## src/rtl/ws2812_pkg.sv

```systemverilog
// ws2812_pkg: state encoding, LED word width and 100MHz default timing shared by the WS2812 transmitter.
package ws2812_pkg;
    localparam int BIT_W       = 24;
    localparam int DEF_NUM_LED = 8;
    localparam int DEF_T0H_CYC = 40;
    localparam int DEF_T1H_CYC = 80;
    localparam int DEF_BIT_CYC = 125;
    localparam int DEF_RST_CYC = 30000;
    typedef enum logic [1:0] {IDLE, SEND, LATCH} state_t;
    function automatic int max2(input int a, input int b);
        return a > b ? a : b;
    endfunction
endpackage

```

## src/rtl/ws2812_bit_enc.sv

```systemverilog
// ws2812_bit_enc: one NRZ bit period per bit_go; a go on the bit_end cycle chains the next bit seamlessly.
module ws2812_bit_enc
    import ws2812_pkg::*;
#(
    parameter int T0H_CYC = DEF_T0H_CYC,
    parameter int T1H_CYC = DEF_T1H_CYC,
    parameter int BIT_CYC = DEF_BIT_CYC
) (
    input  logic clk,
    input  logic reset,
    input  logic bit_go,
    input  logic bit_val,
    output logic bit_end,
    output logic dout
);
    localparam int CW = $clog2(BIT_CYC);
    logic          active;
    logic [CW-1:0] cyc;
    assign bit_end = active && cyc == CW'(BIT_CYC - 1);
    assign dout    = active && cyc < (bit_val ? CW'(T1H_CYC) : CW'(T0H_CYC));
    always_ff @(posedge clk or posedge reset) begin
        if (reset) begin
            active <= 1'b0;
            cyc    <= '0;
        end else begin
            active <= bit_go || (active && !bit_end);
            cyc    <= (bit_go || bit_end) ? '0 : active ? cyc + 1'b1 : cyc;
        end
    end
endmodule

```

## src/rtl/ws2812_tx.sv

```systemverilog
// ws2812_tx: captures a GRB frame on start, shifts it out as WS2812 NRZ, then holds the latch interval.
// Define WS2812_PENDING_EN to queue one start received while busy and chain it after the latch.
module ws2812_tx
    import ws2812_pkg::*;
#(
    parameter int NUM_LED = DEF_NUM_LED,
    parameter int T0H_CYC = DEF_T0H_CYC,
    parameter int T1H_CYC = DEF_T1H_CYC,
    parameter int BIT_CYC = DEF_BIT_CYC,
    parameter int RST_CYC = DEF_RST_CYC
) (
    input  logic                     clk,
    input  logic                     reset,
    input  logic                     start,
    input  logic [NUM_LED*BIT_W-1:0] rgb_data,
    output logic                     dout,
    output logic                     busy,
    output logic                     done
);
    localparam int FW    = NUM_LED * BIT_W;
    localparam int FW_W  = $clog2(FW);
    localparam int LED_W = NUM_LED > 1 ? $clog2(NUM_LED) : 1;
    localparam int BI_W  = $clog2(BIT_W);
    localparam int CYC_W = $clog2(max2(BIT_CYC, RST_CYC));
    localparam logic [BI_W-1:0] TOP_BIT = BI_W'(BIT_W - 1);

    if (!(T0H_CYC > 0 && T0H_CYC < T1H_CYC && T1H_CYC < BIT_CYC)) begin : g_bad_timing
        $error("ws2812_tx: timing must satisfy 0 < T0H_CYC < T1H_CYC < BIT_CYC");
    end

    state_t             state, state_n;
    logic [FW-1:0]      shadow, shadow_n;
    logic [LED_W-1:0]   led_idx, led_n;
    logic [BI_W-1:0]    bit_idx, bit_n;
    logic [CYC_W-1:0]   lat_cyc, lat_n;
    logic [FW_W-1:0]    bit_pos;
    logic               go, bit_end, cur_bit, last_bit;
`ifdef WS2812_PENDING_EN
    logic               pending, pend_n;
`endif

    assign bit_pos  = FW_W'(led_idx) * FW_W'(BIT_W) + FW_W'(bit_idx);
    assign cur_bit  = shadow[bit_pos];
    assign last_bit = led_idx == LED_W'(NUM_LED - 1) && bit_idx == '0;
    assign busy     = state != IDLE;

    ws2812_bit_enc #(
        .T0H_CYC(T0H_CYC),
        .T1H_CYC(T1H_CYC),
        .BIT_CYC(BIT_CYC)
    ) u_enc (
        .clk    (clk),
        .reset  (reset),
        .bit_go (go),
        .bit_val(cur_bit),
        .bit_end(bit_end),
        .dout   (dout)
    );

    always_comb begin
        state_n  = state;
        shadow_n = shadow;
        led_n    = led_idx;
        bit_n    = bit_idx;
        lat_n    = lat_cyc;
        go       = 1'b0;
        done     = 1'b0;
`ifdef WS2812_PENDING_EN
        pend_n   = pending || (start && state != IDLE);
`endif
        case (state)
            IDLE: if (start) begin
                state_n  = SEND;
                shadow_n = rgb_data;
                led_n    = '0;
                bit_n    = TOP_BIT;
                go       = 1'b1;
            end
            SEND: if (bit_end) begin
                if (last_bit) begin
                    state_n = LATCH;
                    lat_n   = '0;
                end else begin
                    go    = 1'b1;
                    bit_n = bit_idx == '0 ? TOP_BIT : bit_idx - 1'b1;
                    led_n = bit_idx == '0 ? led_idx + 1'b1 : led_idx;
                end
            end
            LATCH: if (lat_cyc == CYC_W'(RST_CYC - 1)) begin
                done    = 1'b1;
                state_n = IDLE;
`ifdef WS2812_PENDING_EN
                // a start landing on this very cycle counts as pending too
                if (pending || start) begin
                    state_n  = SEND;
                    shadow_n = rgb_data;
                    led_n    = '0;
                    bit_n    = TOP_BIT;
                    go       = 1'b1;
                    pend_n   = 1'b0;
                end
`endif
            end else begin
                lat_n = lat_cyc + 1'b1;
            end
            default: state_n = IDLE;
        endcase
    end

    always_ff @(posedge clk or posedge reset) begin
        if (reset) begin
            state   <= IDLE;
            shadow  <= '0;
            led_idx <= '0;
            bit_idx <= '0;
            lat_cyc <= '0;
`ifdef WS2812_PENDING_EN
            pending <= 1'b0;
`endif
        end else begin
            state   <= state_n;
            shadow  <= shadow_n;
            led_idx <= led_n;
            bit_idx <= bit_n;
            lat_cyc <= lat_n;
`ifdef WS2812_PENDING_EN
            pending <= pend_n;
`endif
        end
    end
endmodule

```

## config.mk

```make
export PLATFORM = sky130hd
export DESIGN_NAME = ws2812_tx
export DESIGN_NICKNAME = d
export VERILOG_FILES = /design/src/rtl/ws2812_pkg.sv /design/src/rtl/ws2812_bit_enc.sv /design/src/rtl/ws2812_tx.sv
export SDC_FILE = /design/constraint.sdc
export NUM_CORES = 1
export LEC_CHECK = 0
export CORE_ASPECT_RATIO = 1.25
export CORE_MARGIN = 4
export CORE_UTILIZATION = 53
export CTS_CLUSTER_SIZE = 25
export DETAILED_ROUTE_END_ITERATION = 8
export PLACE_DENSITY = 0.81
export SYNTH_ARGS = -nofsm -noshare
export SYNTH_HDL_FRONTEND = slang
export SYNTH_HIERARCHICAL = 1
export SYNTH_SLANG_ARGS = --single-unit
export TNS_END_PERCENT = 100
```

## constraint.sdc

```tcl
create_clock -name clk -period 10.5 [get_ports clk]
set_clock_uncertainty 0.15 [all_clocks]
set_input_delay 2.1 -clock clk [delete_from_list [all_inputs] [get_ports clk]]
set_output_delay 2.1 -clock clk [all_outputs]
set_load 0.005 [all_outputs]
```

* Yosys cells after proc, flatten, opt, wreduce, memory -nomap -nowiden *
Index checks and enable logic that the tools add are counted.

word-level totals
  bits of input ports = 195
  output and inout bits = 3
  flip-flop bits (word level) = 225

operators by class
  reductions and logical operators = 18
  multipliers = 1
  order comparisons = 2
  add/sub/neg operators = 5
  muxes and demuxes = 30
  eq/ne operators = 12

operator list
  cell                                                                  number
  15-bit 2-to-1 mux                                                     3
  15-bit case mux with 2 select lines                                   1
  7-bit 2-to-1 mux                                                      3
  5-bit 2-to-1 mux                                                      4
  15-bit by 1-bit adder with 15-bit output, second input constant       1
  15-bit equality test, second input constant                           1
  3-bit 2-to-1 mux                                                      4
  2-bit != test, second input constant                                  6
  4-bit AND reduction                                                   3
  5-bit case mux with 2 select lines                                    1
  8-bit by 9-bit < comparator with 1-bit output, second input constant  1
  8-bit by 5-bit adder with 8-bit output                                1
  1-bit binary-select mux with 8-bit select                             1
  2-bit 2-to-1 mux                                                      4
  2-bit nonzero test                                                    4
  7-bit by 1-bit adder with 7-bit output, second input constant         1
  7-bit equality test, second input constant                            1
  7-bit < comparator                                                    1
  1-bit 2-to-1 mux                                                      6
  2-bit case mux with 3 select lines                                    1
  3-bit case mux with 2 select lines                                    1
  5-bit logical NOT                                                     1
  3-bit by 2-bit multiplier with 5-bit output, second input constant    1
  5-bit AND reduction                                                   1
  other kinds (12)                                                      16

* Depth between registers and ports, before layout *
  word-level depth = 7
  depth in mapped cells = 15
  depth with buffers taken out = 13

* Cells and area by module *
The synthesis kept the hierarchy.

by module, submodules not included
  module          seq. area each (µm²)  cells an instance  area each (µm²)  instances
  ws2812_tx       5,430.2               707                10,257.3         1
  ws2812_bit_enc  200.2                 57                 524.3            1

* Worst setup path before layout *
Ideal clock, no wire load.

  path kind = reg-to-output
  start point = register led_idx[1]
  end point = output port dout
  buffers on the path = 0
  path slack = 5.072 ns
  data arrival time = 3.178 ns
  stages on the path, launching flop included = 14
  cells stage by stage = dfrtp_1 -> ha_1 -> fa_1 -> xnor2_1 -> nand2_1 -> or3_1 -> nand4_1 -> o31ai_1 -> a31oi_1 -> inv_1 -> ha_1 -> o21a_1 -> o21ai_0 -> o2bb2ai_1

between the ends
  longest elaborated chain between the ends = 7

RTL lines
  item                                         line                  RTL
  from (decl)                                  ws2812_tx.sv:33       logic [LED_W-1:0] led_idx, led_n;
  from (signal assigned)                       ws2812_tx.sv:123      led_idx <= led_n;
  3-bit by 2-bit multiplier with 5-bit output  ws2812_tx.sv:42       assign bit_pos = FW_W'(led_idx) * FW_W'(BIT_W) + FW_W'(bit_idx);
  8-bit by 5-bit adder with 8-bit output       ws2812_tx.sv:42
  1-bit binary-select mux with 8-bit select    ws2812_tx.sv:43       assign cur_bit = shadow[bit_pos];
  1-bit 2-to-1 mux (not written as such)       ws2812_tx.sv:43
  via cur_bit                                  ws2812_tx.sv:37       logic go, bit_end, cur_bit, last_bit;
  7-bit 2-to-1 mux                             ws2812_bit_enc.sv:20  assign dout = active && cyc < (bit_val ? CW'(T1H_CYC) : CW'(T0H_CYC));
  7-bit < comparator                           ws2812_bit_enc.sv:20
  1-bit logical AND                            ws2812_bit_enc.sv:20
  to (decl)                                    ws2812_tx.sv:16       output logic dout,

The timed path passes the listed nets, and every way through them passes these cells. The select of a mux whose other input is x is not followed.

* Final worst setup path *
Ends and elaborated chain as after synthesis.

==> metrics.csv <==
metric,value,unit
synth-xor-area-share,0.0154,
p_leak,5.84,nW
path_clk_slew,0.06,ns
synthCells,764,
yosys.area_share.simple,0.0626,
crit_arrival,4.76,ns
finalSetupViolations,0,
worst_hold_path_type,reg -> reg,
overflow,0,
drive_above_1_share,0.289,
tns,0,ns
fin_ws,3.49,ns
core,0.0201,mm2
ir_drop,0.136,mV
clock_path_buffers,3,
syn_area,0.0108,mm2
reg2reg_from,bit_idx[1],
final-instance-count-excl-fill,1235,
fp-row-count,58,
grt_use_total,0.212,
busiest_layer,met2,
place_inst,1192,
h-tree-depth,1,
synth-adder-area-share,0.0200,
clock-root-buffer,clkbuf_16,
rsz0062_at_grt,false,
grt_max_degree,94,
postCtsHoldBufs,0,
boundaryPins,198,
tightestPinTransition,1.09,ns
vias,6916,
finalCriticalPeriod,7.01,ns
die_y,167,um
synth.ff_latch_count,225,
start_kind,register,
cts_made_buffers,24,
ant_nets,0,
finalMaxSlewViolations,0,
finalCritPeriodShare,0.668,
synth-edff-count,0,
cp.required,8.25,ns
synth_top_flop_cell,dfrtp_1,
use_met2,0.378,
ys_types,55,
post-cts-setup-buffer-count,0,
gp_congestion,0.823,
synth_top_family_by_area,multiplexers,
nNetsFinal,1159,
use_met3,0.0478,
timing.critical_path.from,led_idx[1],
die-area,0.0227,mm2
synthesis.nets,975,
tritoncts,built,
avgSynthCellArea,14.1,um2
maxSlewHeadroom,0.274,
start_util,0.536,
met1_usage,0.260,
grt_pass1_vias,7470,
numPortBuffers,197,
grt_pass1_wl,38500,um
fp.dieW,136,um
async_flop_share,1.00,
yosysSeqAreaShare,0.522,
worstPathMaxFanout,7,
drt_first_pass_iters,4,
worst_skew_pair.late_latency,0.50,ns
cts_resized,0,
drt-initial-drc-count,357,
outcome,finished clean,
min_from,shadow[178],
critPathCaptureType,output pin,
antenna_found_initial,0,
areaGrowthSynthToFinish,27.3,%
synth_compound_area_frac,0.0375,
clock.fmax,143,MHz
routed_wl,24000,um
cts.sinks,225,
yosys-mux-area-fraction,0.317,
maxCapViolCount,0,
ys_warn_count,6,
p_per_area,184,mW/mm2
antenna_cells,0,
drc_errors,0,
wl_per_cell,19.5,um
hold_viol,0,
viasPerCell,5.60,
path_class,reg -> out,
hpwl,17100,um
pre_cts_ws,4.06,ns
## cell usage after synthesis, types with 2 or more instances
master    instances  share of area
mux2i_1          22          0.020
nor2_1           31          0.011
nor2b_1           5         0.0029
buf_4             4         0.0028
nand4b_1          3         0.0024
mux4_1           11          0.027
and3_1            8         0.0046
a41oi_1           3         0.0024
nor3_1            7         0.0032
xnor2_1           6         0.0049
clkbuf_1         13         0.0045
nand4_1           7         0.0041
a21oi_1          10         0.0046
ha_1             14          0.016
a22oi_1           9         0.0063
o21ai_0          19         0.0088
nand2b_1          9         0.0052
a31oi_1           2         0.0012
buf_2            22          0.010
mux2_2          196           0.20
and2_1            3         0.0017
buf_1             3         0.0010
or3_1             2         0.0012
mux4_2           31          0.065
o211ai_1          3         0.0021
or2_2             2         0.0012
and4_1            4         0.0032
inv_1            12         0.0042
o22ai_1           2         0.0012
dfrtp_1         225           0.52
o221ai_1          2         0.0016
fa_1              2         0.0037
xor2_1           13          0.011
a311oi_1          2         0.0016
nand2_1          24         0.0084
nand3_1          12         0.0056
o31ai_1           3         0.0021
## routing by layer
layer / up-vias / routed length (um) / share of wire
met4: 0 / 487 / 0.020
met1: 3512 / 9220 / 0.38
met2: 174 / 12800 / 0.53
met5: - / 0 / 0
li1: 3195 / - / -
met3: 35 / 1520 / 0.063
## kinds of logic (layout without fill, tap and decap cells)
group | after synthesis | after routing
xor gates and xnor gates | 19 | 19
adders and majority gates | 16 | 16
DFF | 225 | 225
muxes | 260 | 260
and+or+nand+nor | 126 | 126
buffers and inverters | 56 | 257
AOI/OAI and AO/OA | 62 | 62
## cells in the final DEF, fill, tap and decap left out, types with 13 or more instances in the layout
cell	synthesis	final
clkbuf_16	0	25
mux2i_1	22	22
o21ai_0	19	19
ha_1	14	14
dfrtp_1	225	223
clkdlybuf4s50_1	0	197
xor2_1	13	13
nor2_1	31	30
mux2_2	196	196
mux4_2	31	31
nand2_1	24	24
## report_power, final
part / internal [mW] / leakage, nW / switching [mW]
Combinational: 0.365 / 2.71 / 0.210
Clock: 0.514 / 0.401 / 0.325
Sequential: 0.983 / 2.73 / 0.132
## final timing paths
kind	depth (start not counted)	slack (ns)	to
hold / removal	1	0.35	shadow[178]
hold reg to reg	1	0.35	shadow[178]
min in group asynchronous	2	1.88	u_enc/cyc[2]
setup / recovery	14	3.49	dout
setup reg to reg	9	7.24	lat_cyc[14]
max in group asynchronous	4	6.28	shadow[79]
## critical path, cell delays in order, from the launching register on
cell and delay [ns]:
dfrtp_1 0.46, ha_1 0.36, fa_1 0.47, xnor2_1 0.52
nand2_1 0.13, or3_1 0.36, nand4_1 0.09, o31ai_1 0.07
a31oi_1 0.44, inv_1 0.14, ha_1 0.32, o21a_1 0.10
o21ai_0 0.14, o2bb2ai_1 0.13, clkdlybuf4s50_1 0.53
## cell type report
cell class	instances	area, um2
Clock buffer	38	754
Clock inverter	5	50.0
Fill cell	1438	6380
Inverter	12	52.6
Multi-Input combinational cell	483	4880
Sequential cell	225	5640
Tap cell	270	338
Timing Repair Buffer	202	2010
## stage by stage
stage | hold slack (ns) | total power, mW | area [um2] | utilization
6_report | 0.350 | 2.53 | 13700 | 0.683
5_1_grt | 0.365 | 2.65 | 13700 | 0.683
4_1_cts | 0.356 | 2.56 | 13700 | 0.683
3_5_place_dp | 0.342 | 1.71 | 12900 | 0.643
3_3_place_gp | 0.331 | 1.69 | 12900 | 0.643
2_1_floorplan | 0.322 | 1.51 | 10800 | -
## flip-flops by register name (all words and copies together) (netlist names)
signal,count
shadow,192
bit_idx,5
lat_cyc,15
state,2
u_enc/cyc,7
led_idx,3
u_enc/active,1
(Power assumes the default switching activity.)
